`config.mk`:
```
export PLATFORM = sky130hd
export DESIGN_NAME = fsm_seq_tx
export DESIGN_NICKNAME = d
export VERILOG_FILES = /design/src/rtl/fsm_seq_pkg.sv /design/src/rtl/fsm_seq_shreg.sv /design/src/rtl/fsm_seq_tx.sv
export SDC_FILE = /design/constraint.sdc
export NUM_CORES = 1
export LEC_CHECK = 0
export BUFFER_PORTS_ARGS = -buffer_cell sky130_fd_sc_hd__buf_2
export CORE_UTILIZATION = 50
export CTS_BUF_LIST = sky130_fd_sc_hd__clkbuf_16
export DETAILED_ROUTE_END_ITERATION = 10
export GPL_TIMING_DRIVEN = 0
export PLACE_DENSITY = 0.71
export SLEW_MARGIN = 30
export SYNTH_ARGS = -nofsm -noshare
export SYNTH_HDL_FRONTEND = slang
export SYNTH_SLANG_ARGS = --single-unit
```
`constraint.sdc`:
```
create_clock -name CLK -period 1.9 [get_ports CLK]
set_input_delay 0.38 -clock CLK [delete_from_list [all_inputs] [get_ports CLK]]
set_output_delay 0.38 -clock CLK [all_outputs]
set_load 0.01 [all_outputs]
```
`src/rtl/fsm_seq_pkg.sv`:
```
// Shared definitions for the serial pattern transmitter.
//   state_e            : FSM state encoding used by fsm_seq_tx
//   IDLE_LEVEL_DEFAULT : default x_out level when no pattern bit is driven
package fsm_seq_pkg;

  typedef enum logic [1:0] {
    ST_IDLE = 2'b00,
    ST_SEND = 2'b01,
    ST_GAP  = 2'b10,
    ST_DONE = 2'b11
  } state_e;

  localparam logic IDLE_LEVEL_DEFAULT = 1'b0;

endpackage

```
`src/rtl/fsm_seq_shreg.sv`:
```
// Loadable MSB-first shift register for one pattern frame.
// Ports:
//   clk_i      : clock, updates on posedge
//   rst_i      : synchronous active-high clear
//   load_i     : load din_i (has priority over shift_i)
//   shift_i    : shift left by one, zero-fill at the LSB
//   din_i      : parallel frame to load
//   msb_next_o : MSB the register will hold after the coming edge, so the
//                parent can register it as its serial output in the same cycle
module fsm_seq_shreg #(
  parameter int PATTERN_W = 4
) (
  input  logic                 clk_i,
  input  logic                 rst_i,
  input  logic                 load_i,
  input  logic                 shift_i,
  input  logic [PATTERN_W-1:0] din_i,
  output logic                 msb_next_o
);

  logic [PATTERN_W-1:0] sr_q;
  logic [PATTERN_W-1:0] sr_d;

  always_comb begin
    sr_d = sr_q;
    if (load_i) begin
      sr_d = din_i;
    end else if (shift_i) begin
      sr_d = {sr_q[PATTERN_W-2:0], 1'b0};
    end
  end

  always_ff @(posedge clk_i) begin
    if (rst_i) begin
      sr_q <= '0;
    end else begin
      sr_q <= sr_d;
    end
  end

  assign msb_next_o = sr_d[PATTERN_W-1];

endmodule

```
`src/rtl/fsm_seq_tx.sv`:
```
// Serial pattern transmitter: sends a parallel pattern MSB-first, repeated
// reps times with gap idle cycles between frames, then pulses done.
// Ports:
//   CLK        : clock, all state on posedge
//   Reset      : synchronous active-high reset, aborts any job silently
//   start      : request strobe, only honoured in IDLE
//   pattern_in : frame to send (MSB first)
//   reps_in    : number of frames (0 behaves as 1)
//   gap_in     : idle cycles between consecutive frames
//   x_out      : serial data line
//   x_valid    : high while x_out carries a pattern bit
//   busy       : high while a job is in SEND/GAP
//   done       : one-cycle pulse after the last bit of the last frame
module fsm_seq_tx
  import fsm_seq_pkg::*;
#(
  parameter int   PATTERN_W  = 4,
  parameter int   REP_W      = 3,
  parameter int   GAP_W      = 3,
  parameter logic IDLE_LEVEL = IDLE_LEVEL_DEFAULT
) (
  input  logic                 CLK,
  input  logic                 Reset,
  input  logic                 start,
  input  logic [PATTERN_W-1:0] pattern_in,
  input  logic [REP_W-1:0]     reps_in,
  input  logic [GAP_W-1:0]     gap_in,
  output logic                 x_out,
  output logic                 x_valid,
  output logic                 busy,
  output logic                 done
);

  localparam int              BIT_W    = $clog2(PATTERN_W);
  localparam logic [BIT_W-1:0] LAST_BIT = BIT_W'(PATTERN_W - 1);

  state_e               state_q,   state_d;
  logic [BIT_W-1:0]     bit_cnt_q, bit_cnt_d;
  logic [REP_W-1:0]     rep_cnt_q, rep_cnt_d;
  logic [GAP_W-1:0]     gap_cnt_q, gap_cnt_d;
  logic [GAP_W-1:0]     gap_rld_q, gap_rld_d;
  logic [PATTERN_W-1:0] frame_q,   frame_d;

  logic x_out_q,   x_out_d;
  logic x_valid_q, x_valid_d;
  logic busy_q,    busy_d;
  logic done_q,    done_d;

  logic                 sr_load;
  logic                 sr_shift;
  logic [PATTERN_W-1:0] sr_din;
  logic                 sr_msb_next;

  // A fresh job loads straight from the input; repeats reload the latched
  // copy because the inputs need not be held after acceptance.
  assign sr_din = (state_q == ST_IDLE) ? pattern_in : frame_q;

  fsm_seq_shreg #(
    .PATTERN_W (PATTERN_W)
  ) u_shreg (
    .clk_i      (CLK),
    .rst_i      (Reset),
    .load_i     (sr_load),
    .shift_i    (sr_shift),
    .din_i      (sr_din),
    .msb_next_o (sr_msb_next)
  );

  // State and output registers
  always_ff @(posedge CLK) begin
    if (Reset) begin
      state_q   <= ST_IDLE;
      bit_cnt_q <= '0;
      rep_cnt_q <= '0;
      gap_cnt_q <= '0;
      gap_rld_q <= '0;
      frame_q   <= '0;
      x_out_q   <= IDLE_LEVEL;
      x_valid_q <= 1'b0;
      busy_q    <= 1'b0;
      done_q    <= 1'b0;
    end else begin
      state_q   <= state_d;
      bit_cnt_q <= bit_cnt_d;
      rep_cnt_q <= rep_cnt_d;
      gap_cnt_q <= gap_cnt_d;
      gap_rld_q <= gap_rld_d;
      frame_q   <= frame_d;
      x_out_q   <= x_out_d;
      x_valid_q <= x_valid_d;
      busy_q    <= busy_d;
      done_q    <= done_d;
    end
  end

  // Next-state and counter logic
  always_comb begin
    state_d   = state_q;
    bit_cnt_d = bit_cnt_q;
    rep_cnt_d = rep_cnt_q;
    gap_cnt_d = gap_cnt_q;
    gap_rld_d = gap_rld_q;
    frame_d   = frame_q;
    sr_load   = 1'b0;
    sr_shift  = 1'b0;

    case (state_q)
      ST_IDLE: begin
        if (start) begin
          state_d   = ST_SEND;
          frame_d   = pattern_in;
          rep_cnt_d = (reps_in == '0) ? REP_W'(1) : reps_in;
          gap_rld_d = gap_in;
          bit_cnt_d = '0;
          sr_load   = 1'b1;
        end
      end

      ST_SEND: begin
        if (bit_cnt_q == LAST_BIT) begin
          bit_cnt_d = '0;
          if (rep_cnt_q > REP_W'(1)) begin
            if (gap_rld_q != '0) begin
              state_d   = ST_GAP;
              gap_cnt_d = gap_rld_q;
            end else begin
              // Zero gap: reload now so the next frame follows with no bubble.
              sr_load   = 1'b1;
              rep_cnt_d = rep_cnt_q - REP_W'(1);
            end
          end else begin
            state_d = ST_DONE;
          end
        end else begin
          sr_shift  = 1'b1;
          bit_cnt_d = bit_cnt_q + BIT_W'(1);
        end
      end

      ST_GAP: begin
        // gap_cnt_q counts remaining idle cycles including the current one.
        if (gap_cnt_q <= GAP_W'(1)) begin
          state_d   = ST_SEND;
          gap_cnt_d = '0;
          sr_load   = 1'b1;
          rep_cnt_d = rep_cnt_q - REP_W'(1);
        end else begin
          gap_cnt_d = gap_cnt_q - GAP_W'(1);
        end
      end

      ST_DONE: begin
        state_d = ST_IDLE;
      end

      default: begin
        state_d = ST_IDLE;
      end
    endcase
  end

  // Outputs are computed from the next state so they can be registered
  // and still line up with the state they describe.
  always_comb begin
    x_out_d   = IDLE_LEVEL;
    x_valid_d = 1'b0;
    busy_d    = 1'b0;
    done_d    = 1'b0;

    case (state_d)
      ST_SEND: begin
        x_out_d   = sr_msb_next;
        x_valid_d = 1'b1;
        busy_d    = 1'b1;
      end
      ST_GAP: begin
        busy_d = 1'b1;
      end
      ST_DONE: begin
        done_d = 1'b1;
      end
      default: begin
        x_out_d = IDLE_LEVEL;
      end
    endcase
  end

  assign x_out   = x_out_q;
  assign x_valid = x_valid_q;
  assign busy    = busy_q;
  assign done    = done_q;

endmodule

```
==> run_results.csv, run 1 <==
group,metric,value,unit
status,status,"finished, final reports clean",
clocking,ctsHtreeMaxLevel,1,
run,cap_violations,0,
power,leakagePower,0.798,nW
placed_design,pre_cts_slack,-0.283,ns
critical_path,end_kind,"register",
cells_and_area,drive_gt1_share,39.6,%
synth,netlist-cell-type-count,41,
cells_and_area,final_util,73.1,%
placed_design,portBuffers,15,
power,fin_total_pwr,0.00171,W
timing,rsz0062_at_grt,"yes",
detailed_routing,wl_per_cell,18.0,um
global_route,grt_antenna_before_repair,0,
timing,min_period,1.90,ns
cells_and_area,layout_common_cells,"19 x nand2_1, 19 x dfxtp_1, 16 x buf_2",
global_route,grt_pass1_vias,1420,
cells_and_area,syn_to_final_growth,37.0,%
power,power_density,841,mW/mm^2
cells_and_area,final_nets,231,
synth,syn_area,0.00149,mm^2
floorplanning,start_util,53.4,%
critical_path,crit_fanout,4,
floorplanning,dieArea,0.00319,mm^2
placed_design,placed_cells,221,
cells_and_area,instances_no_fill,238,
synth,synth_cells,175,
worst_hold_path,hp-class,"in2reg",
cells_and_area,multiInputGateArea,0.00110,mm^2
clocking,cts-root-buf,"clkbuf_16",
placed_design,hpwl,2.63,mm
critical_path,r2r_start,"state_q[0]",
timing,setup_ws,0.000312,ns
synth,ys_warn_count,0,
detailed_routing,drt_iter0_markers,61,
synth,synth_area_per_cell,8.49,um^2
critical_path,cp.arrival,2.06,ns
detailed_routing,route.detailed.drc,0,
clocking,clock_latency,0.26,ns
critical_path,r2r-end,"x_out",
global_route,grt_pass1_wl,6.64,mm
floorplanning,die_height,56.5,um
worst_hold_path,hold_end,"gap_rld_q[1]",
timing,setup_viol_count_final,0,
clocking,cts_buffer_depth,2,
floorplanning,num_rows,19,
clocking,cts_buffers,3,
placed_design,place_congestion,0.869,
power,ir_worst_vdd,847,uV
timing,worstMarginPinSlew,0.640,ns
cells_and_area,fillers,196,
critical_path,critPathKind,"reg2reg",
floorplanning,core-area,0.00278,mm^2
detailed_routing,dr.pass1.iters,4,
clocking,cts_tree,"done",
cells_and_area,antenna_cells,0,
detailed_routing,antenna_left,0,
clocking,cts.clk_slew.worst_paths,0.07,ns
clocking,cts_sinks,25,
synth,synth_edf_count,0,
global_route,grt_overflow,0,
critical_path,worstPathRequired,2.06,ns
synth,syn_nets,198,
cells_and_area,seq_area,515,um^2
synth,synth_flop_cell,"dfxtp_1",
floorplanning,die_w,56.5,um
critical_path,ff2ff_path_depth,9,
critical_path,critPathLaunchType,"register",
worst_hold_path,min_path_cells,3,
detailed_routing,drt_wl_total,4.29,mm
global_route,grt_max_degree,16,
timing,hold_viol,0,
synth,seq_area_frac_synth,33.7,%
timing,period_share,100,%
detailed_routing,vias,1495,
detailed_routing,via_per_inst,6.28,
synth,ys_async_sr_fraction,0,%
global_route,gr-usage-all-layers,26.5,%
synth,ys_ff_latch,25,
worst_hold_path,holdCritStartpoint,"gap_in[1]",
floorplanning,ios,17,
timing,slew_violations,0,
timing,fmax,0.526,GHz
critical_path,reg2reg_slack,0.0003,ns
timing,relSlewSlack,57.4,%
timing,worst_clock_skew,0.00581,ns
## through the flow
stage	setup TNS [ns]	cell area, um^2	hold slack (ns)
global placement	-0.605	1660	0.441
finish	0	2030	0.353
floorplan	0	1540	0.436
detailed placement	-0.833	1660	0.451
global route	-0.117	2030	0.376
CTS	-0.0378	1880	0.356
## registers in the layout (all words and copies together) (netlist names)
signal / flops
gap_rld_q: 3
rep_cnt_q: 3
frame_q: 4
busy: 1
done: 1
u_shreg.sr_q: 4
x_valid: 1
x_out: 1
gap_cnt_q: 3
state_q: 2
bit_cnt_q: 2
## final cells by class
| class | instances | share of cell area, % |
|---|---|---|
| sequential | 25 | 25.3 |
| inverter | 14 | 2.71 |
| clock inverter | 1 | 0.369 |
| buffer | 7 | 2.46 |
| tap | 31 | 1.91 |
| timing repair buffer | 30 | 9.23 |
| clock buffer | 3 | 3.69 |
| multi-input combinational | 127 | 54.3 |
## cells by family (layout without fill, tap and decap cells)
group | count (synthesis) | after routing | synth area share, %
AOI/OAI and AO/OA | 53 | 53 | 28.5
adders and majority gates | 10 | 10 | 8.42
buffers and inverters | 23 | 55 | 5.90
DFF | 25 | 25 | 33.7
muxes | 8 | 8 | 5.73
and+or+nand+nor | 56 | 56 | 17.8
## per-layer routing
metal,wire (um),vias up,GRT usage [%]
met1,1840,720,34.8
met4,98,0,8.36
met5,0,-,0
met3,275,15,5.07
li1,-,698,-
met2,2080,62,43.5
## repair_timing
| item | CTS | global route |
|---|---|---|
| endpoints found under the setup margin | 10 | 10 |
| hold buffers | 0 | 0 |
| buffers inserted | 8 | 8 |
| pin swaps | 7 | 8 |
| resized for setup | 24 | 24 |
## cells in the mapped netlist, types with 3 or more instances
master	instances	area share [%]
a21o_1	3	1.5
inv_1	14	3.5
clkbuf_1	7	1.8
nor2_1	13	3.3
nor3_1	6	2.0
ha_1	10	8.4
a211oi_1	6	3.0
a21oi_1	13	4.4
mux2_2	4	3.0
dfxtp_1	25	34
a221oi_1	4	2.4
mux2i_1	4	2.7
o21ai_0	3	1.0
nand2b_1	6	2.5
nand2_1	21	5.3
nor2b_1	3	1.3
a32oi_1	3	1.8
## worst max-delay path, cell delays in order, from the launching register on
cell       delay [ns]
dfxtp_4          0.38
inv_4            0.07
ha_4             0.16
or3b_4           0.40
o311ai_4         0.09
a21oi_2          0.12
nor2_2           0.16
ha_2             0.19
inv_2            0.05
a2111oi_4        0.17
## power by group
group          internal, W  switching (W)  total [W]
Sequential        0.000580      0.0000524   0.000633
Clock             0.000286       0.000202   0.000488
Combinational     0.000265       0.000325   0.000590
Total              0.00113       0.000580    0.00171
## worst max-delay path by stage
stage	from	endpoint	slack, ns	cells past startpoint
6_report	state_q[0]	x_out	0.0003	9
5_1_grt	state_q[0]	x_out	-0.07	9
4_1_cts	state_q[1]	x_out	-0.04	10
3_5_place_dp	state_q[1]	x_out	-0.28	8
3_3_place_gp	state_q[1]	x_out	-0.22	8
2_1_floorplan	state_q[0]	x_out	0.006	10
(Power assumes the default switching activity.)
==> run 2: changes to the inputs <==
--- a/config.mk
+++ b/config.mk
@@ -6,11 +6,11 @@
 export NUM_CORES = 1
 export LEC_CHECK = 0
 export BUFFER_PORTS_ARGS = -buffer_cell sky130_fd_sc_hd__buf_2
-export CORE_UTILIZATION = 50
+export CORE_UTILIZATION = 52
 export CTS_BUF_LIST = sky130_fd_sc_hd__clkbuf_16
 export DETAILED_ROUTE_END_ITERATION = 10
 export GPL_TIMING_DRIVEN = 0
-export PLACE_DENSITY = 0.71
+export PLACE_DENSITY = 0.73
 export SLEW_MARGIN = 30
 export SYNTH_ARGS = -nofsm -noshare
 export SYNTH_HDL_FRONTEND = slang
==> run 2 against run 1 <==
The flow now finishes with violations (DRC). Via count up 0.47%. Sequential power about the same. Clock skew down 0.0036 ns. Core utilization up 2.0 points. Wire length up 6.0%. Combinational power up 5.8%. Register-to-register slack better by 0.03 ns. Sequential cell count unchanged. Sequential share of layout area down 0.25 points. First-iteration DRC count up 13%. Cell area up 0.98%. Worst hold slack better by 0.011 ns. Largest power group unchanged.
==> run_results.csv, run 2 (same netlist as run 1, synthesis figures left out) <==
group,metric,value,unit
status,status,"finished with violations",
power,power_density,844,mW/mm^2
clocking,cts_sinks,25,
timing,rsz0062_at_grt,"yes",
detailed_routing,via_per_inst,6.23,
detailed_routing,vias,1502,
global_route,grt_pass1_vias,1393,
power,leakagePower,0.814,nW
cells_and_area,final_util,75.1,%
floorplanning,die_height,55.4,um
critical_path,critPathLaunchType,"register",
global_route,grt_pass1_wl,6.36,mm
worst_hold_path,holdCritStartpoint,"gap_in[2]",
power,switchingPower,0.000584,W
floorplanning,die_w,55.4,um
critical_path,crit_fanout,5,
global_route,grt_max_degree,16,
timing,setup_tns,0,ns
worst_hold_path,hold_end,"gap_rld_q[2]",
timing,setup_viol_count_final,0,
global_route,gr-usage-all-layers,26.2,%
power,ir_worst_vdd,779,uV
detailed_routing,dr.pass1.iters,7,
detailed_routing,wl_per_cell,18.9,um
cells_and_area,layout_common_cells,"19 x nand2_1, 19 x dfxtp_1, 17 x buf_4",
critical_path,reg2reg_slack,0.03,ns
power,comb_power_share,36.0,%
clocking,cts.clk_slew.worst_paths,0.07,ns
detailed_routing,drt_wl_total,4.55,mm
detailed_routing,route.detailed.drc,2,
critical_path,ff2ff_path_depth,5,
floorplanning,num_rows,19,
critical_path,r2r-end,"rep_cnt_q[0]",
cells_and_area,final_nets,234,
detailed_routing,drt_iter0_markers,69,
worst_hold_path,min_path_cells,3,
placed_design,portBuffers,15,
clocking,cts-root-buf,"clkbuf_16",
worst_hold_path,hp-class,"in2reg",
timing,fmax,0.535,GHz
critical_path,critPathKind,"reg2reg",
clocking,clock_latency,0.26,ns
placed_design,place_congestion,0.828,
timing,relSlewSlack,58.4,%
clocking,ctsHtreeMaxLevel,1,
cells_and_area,antenna_cells,0,
power,pwr-share-seq,36.4,%
critical_path,cp.arrival,2.04,ns
power,clkPwrFrac,27.6,%
timing,worst_clock_skew,0.00225,ns
detailed_routing,antenna_left,0,
timing,worstMarginPinSlew,0.624,ns
floorplanning,dieArea,0.00307,mm^2
global_route,grt_antenna_before_repair,0,
floorplanning,ios,17,
global_route,grt_overflow,0,
cells_and_area,syn_to_final_growth,38.3,%
floorplanning,core-area,0.00273,mm^2
timing,hold_viol,0,
power,switching_share,33.6,%
power,p_int,0.00115,W
clocking,cts_buffers,3,
placed_design,hpwl,2.58,mm
run,cap_violations,0,
cells_and_area,reg.largest.list,"frame_q x4, u_shreg.sr_q x4",
clocking,cts_buffer_depth,2,
critical_path,worstPathRequired,2.07,ns
clocking,cts_tree,"done",
timing,slew_violations,0,
status,violations,"DRC",
critical_path,end_kind,"register",
timing,period_share,98.4,%
critical_path,r2r_start,"bit_cnt_q[0]",
cells_and_area,drive_gt1_share,40.0,%
timing,min_period,1.87,ns
floorplanning,start_util,54.3,%
[run 2: worst max path at each step]
| stage | from | end | slack, ns | cells past startpoint |
|---|---|---|---|---|
| final | bit_cnt_q[0] | rep_cnt_q[0] | 0.03 | 5 |
| after global routing | state_q[1] | x_out | -0.04 | 8 |
| after CTS | rep_cnt_q[1] | done | 0.01 | 9 |
| after detailed placement | state_q[1] | x_out | -0.29 | 8 |
| after global placement | state_q[1] | x_out | -0.25 | 8 |
| after floorplan | state_q[0] | x_out | 0.006 | 10 |
[run 2: what timing repair did]
| item | CTS | global route |
|---|---|---|
| setup endpoints to repair | 8 | 9 |
| pin swaps | 7 | 6 |
| gates resized for setup | 21 | 23 |
| setup buffers | 11 | 7 |
| hold buffers | 0 | 0 |
[run 2: metal layers]
layer	up-vias	routed length, um	global-route usage (%)
met5	-	0	0
met4	0	178	11.4
met3	20	206	3.04
met2	52	2230	43.2
met1	725	1930	34.6
li1	705	-	-
[run 2: critical path, stage by stage, from the launching register on]
cell      delay [ns]
dfxtp_2         0.36
ha_4            0.15
or4b_4          0.48
a21o_4          0.23
a211o_1         0.31
a221oi_2        0.25
[run 2: power by group through the flow]
stage	Combinational, W	Sequential [W]	Clock [W]
3_5_place_dp	0.000432	0.000628	0
6_report	0.000624	0.000632	0.000479
3_3_place_gp	0.000414	0.000625	0
5_1_grt	0.000670	0.000634	0.000501
4_1_cts	0.000493	0.000620	0.000479
2_1_floorplan	0.000329	0.000625	0
[run 2: layout make-up]
type / instances / area [um^2]
Clock buffer: 3 / 75.1
Clock inverter: 1 / 7.51
Multi-Input combinational cell: 127 / 1090
Buffer: 7 / 50.0
Inverter: 14 / 55.1
Fill cell: 166 / 679
Timing Repair Buffer: 33 / 223
Tap cell: 31 / 38.8
Sequential cell: 25 / 515
[run 2: through the flow]
stage	area (um^2)	cells	hold WS [ns]	power, W	worst slack, ns
floorplan	1540	175	0.436	0.000954	0.00606
global placement	1660	221	0.442	0.00104	-0.246
detailed placement	1660	221	0.448	0.00106	-0.291
CTS	1890	234	0.364	0.00159	0.00996
global route	2050	241	0.372	0.00181	-0.0417
finish	2050	241	0.363	0.00173	0.0312
==> run 3: changes to the inputs <==
--- a/config.mk
+++ b/config.mk
@@ -9,8 +9,9 @@
 export CORE_UTILIZATION = 52
 export CTS_BUF_LIST = sky130_fd_sc_hd__clkbuf_16
 export DETAILED_ROUTE_END_ITERATION = 10
+export GPL_ROUTABILITY_DRIVEN = 0
 export GPL_TIMING_DRIVEN = 0
-export PLACE_DENSITY = 0.73
+export PLACE_DENSITY = 0.75
 export SLEW_MARGIN = 30
 export SYNTH_ARGS = -nofsm -noshare
 export SYNTH_HDL_FRONTEND = slang
==> run 3 against run 2 <==
The flow finishes with violations (setup timing). Wire length fell by 7.5%. Clock-buffer cell count did not move. Clock power fell by 1%. Total power fell by 4.6%. Maximum frequency fell by 1.7%. Sequential power barely moved. Setup slack got worse by 0.033 ns. Core utilization fell by 2.0 points. Global-route usage rose by 0.61 points. Sequential cell count did not move. Critical endpoint is now x_out.
==> run_results.csv, run 3 (same netlist as run 1, synthesis figures left out) <==
group,metric,value,unit
power,p_int,0.00111,W
power,power_density,827,mW/mm^2
floorplanning,core-area,0.00273,mm^2
timing,relSlewSlack,62.2,%
detailed_routing,drt_wl_total,4.20,mm
worst_hold_path,min_path_cells,3,
power,fin_total_pwr,0.00165,W
placed_design,placed_cells,221,
floorplanning,die_w,55.4,um
clocking,cts_sinks,25,
timing,setup_ws,-0.00143,ns
clocking,cts-root-buf,"clkbuf_16",
timing,rsz0062_at_grt,"yes",
cells_and_area,antenna_cells,0,
power,clkPwrFrac,28.6,%
floorplanning,num_rows,19,
detailed_routing,antenna_left,0,
critical_path,r2r-end,"x_out",
cells_and_area,fillers,180,
clocking,clock_latency,0.26,ns
critical_path,ff2ff_path_depth,9,
global_route,grt_max_degree,15,
timing,worstMarginPinSlew,0.568,ns
global_route,grt_antenna_before_repair,0,
clocking,hold_buffers,0,
power,leakagePower,0.816,nW
cells_and_area,reg.largest.list,"frame_q x4, u_shreg.sr_q x4",
floorplanning,ios,17,
worst_hold_path,hp-class,"in2reg",
timing,whs,0.356,ns
cells_and_area,postLayoutCellArea,0.00200,mm^2
status,status,"finished with violations",
floorplanning,start_util,54.3,%
worst_hold_path,holdCritStartpoint,"gap_in[1]",
cells_and_area,instances_no_fill,240,
power,switchingPower,0.000548,W
critical_path,end_kind,"register",
power,ir_worst_vdd,970,uV
power,switching_share,33.2,%
clocking,cts_buffer_depth,2,
clocking,cts_buffers,3,
power,pwr-share-seq,38.1,%
global_route,grt_pass1_vias,1433,
cells_and_area,final_nets,233,
detailed_routing,dr.pass1.iters,4,
critical_path,reg2reg_slack,-0.001,ns
detailed_routing,drt_iter0_markers,97,
critical_path,r2r_start,"rep_cnt_q[1]",
detailed_routing,via_per_inst,6.33,
cells_and_area,drive_gt1_share,37.3,%
timing,slew_violations,0,
critical_path,cp.arrival,2.07,ns
floorplanning,die_height,55.4,um
placed_design,placed_area,0.00166,mm^2
global_route,grt_overflow,0,
timing,fmax,0.526,GHz
detailed_routing,vias,1520,
placed_design,portBuffers,15,
clocking,ctsHtreeMaxLevel,1,
critical_path,worstPathRequired,2.07,ns
timing,setup_viol_count_final,1,
cells_and_area,syn_to_final_growth,34.6,%
cells_and_area,final_util,73.1,%
cells_and_area,layout_common_cells,"19 x nand2_1, 19 x dfxtp_1, 17 x buf_4",
critical_path,critPathKind,"reg2reg",
global_route,grt_pass1_wl,6.47,mm
timing,min_period,1.90,ns
status,violations,"setup timing",
detailed_routing,route.detailed.drc,0,
power,comb_power_share,33.4,%
critical_path,crit_fanout,3,
timing,worst_clock_skew,0.00566,ns
run,cap_violations,0,
worst_hold_path,hold_end,"gap_rld_q[1]",
detailed_routing,wl_per_cell,17.5,um
timing,hold_viol,0,
critical_path,critPathLaunchType,"register",
timing,period_share,100,%
floorplanning,dieArea,0.00307,mm^2
global_route,gr-usage-all-layers,26.8,%
clocking,cts.clk_slew.worst_paths,0.06,ns
placed_design,hpwl,2.54,mm
clocking,cts_tree,"done",
==> run 3: stage by stage <==
step / setup slack, ns / TNS [ns]
finish: -0.00143 / -0.00143
floorplan: 0.00606 / 0
CTS: 0.000649 / 0
global placement: -0.231 / -0.556
detailed placement: -0.300 / -0.981
global route: -0.0758 / -0.203
==> run 3: routing by layer <==
layer  vias to the layer above  GRT usage, %  routed length, um  part of all wire (%)
met3                        20          7.03                298                   7.1
met4                         0          15.4                150                   3.6
met5                         -             0                  0                     0
li1                        702             -                  -                     -
met2                        80          44.2               2080                    49
met1                       718          31.3               1680                    40
==> run 3: layout make-up <==
class,instances,area (um^2),area share [%]
multi-input cells,127,1040,52.3
flip-flops and latches,25,515,25.8
repair buffers,32,215,10.8
clock buffers,3,75.1,3.75
inverters,14,57.6,2.88
plain buffers,7,47.5,2.38
well taps,31,38.8,1.94
clock inverters,1,5.00,0.250
==> run 3: worst max-delay path by stage <==
stage               depth (start not counted)            to  slack, ns          from
global placement                            8         x_out      -0.23    state_q[0]
floorplan                                  10         x_out      0.006    state_q[0]
global route                                9         x_out      -0.08  rep_cnt_q[1]
CTS                                         7  rep_cnt_q[0]     0.0006    state_q[0]
finish                                      9         x_out     -0.001  rep_cnt_q[1]
detailed placement                          8         x_out      -0.30    state_q[1]
==> run 3: critical path, cell delays in order (launching register included) <==
cell       delay (ns)
dfxtp_4          0.36
inv_2            0.06
ha_1             0.17
o21ba_4          0.18
o311ai_4         0.37
a21oi_2          0.12
nor2_2           0.15
ha_2             0.19
inv_2            0.04
a2111oi_2        0.18
==> run 3: timing repair <==
item	in CTS	in global routing
endpoints found under the setup margin	9	9
buffers inserted	10	7
gates resized for setup	22	18
pin swaps	9	6
==> run 3: power groups by stage <==
stage	sequential [W]	combinational (W)	clock (W)
final	0.000630	0.000552	0.000473
after floorplan	0.000625	0.000329	0
after detailed placement	0.000628	0.000430	0
after global placement	0.000626	0.000411	0
after CTS	0.000622	0.000484	0.000484
after global routing	0.000633	0.000593	0.000493
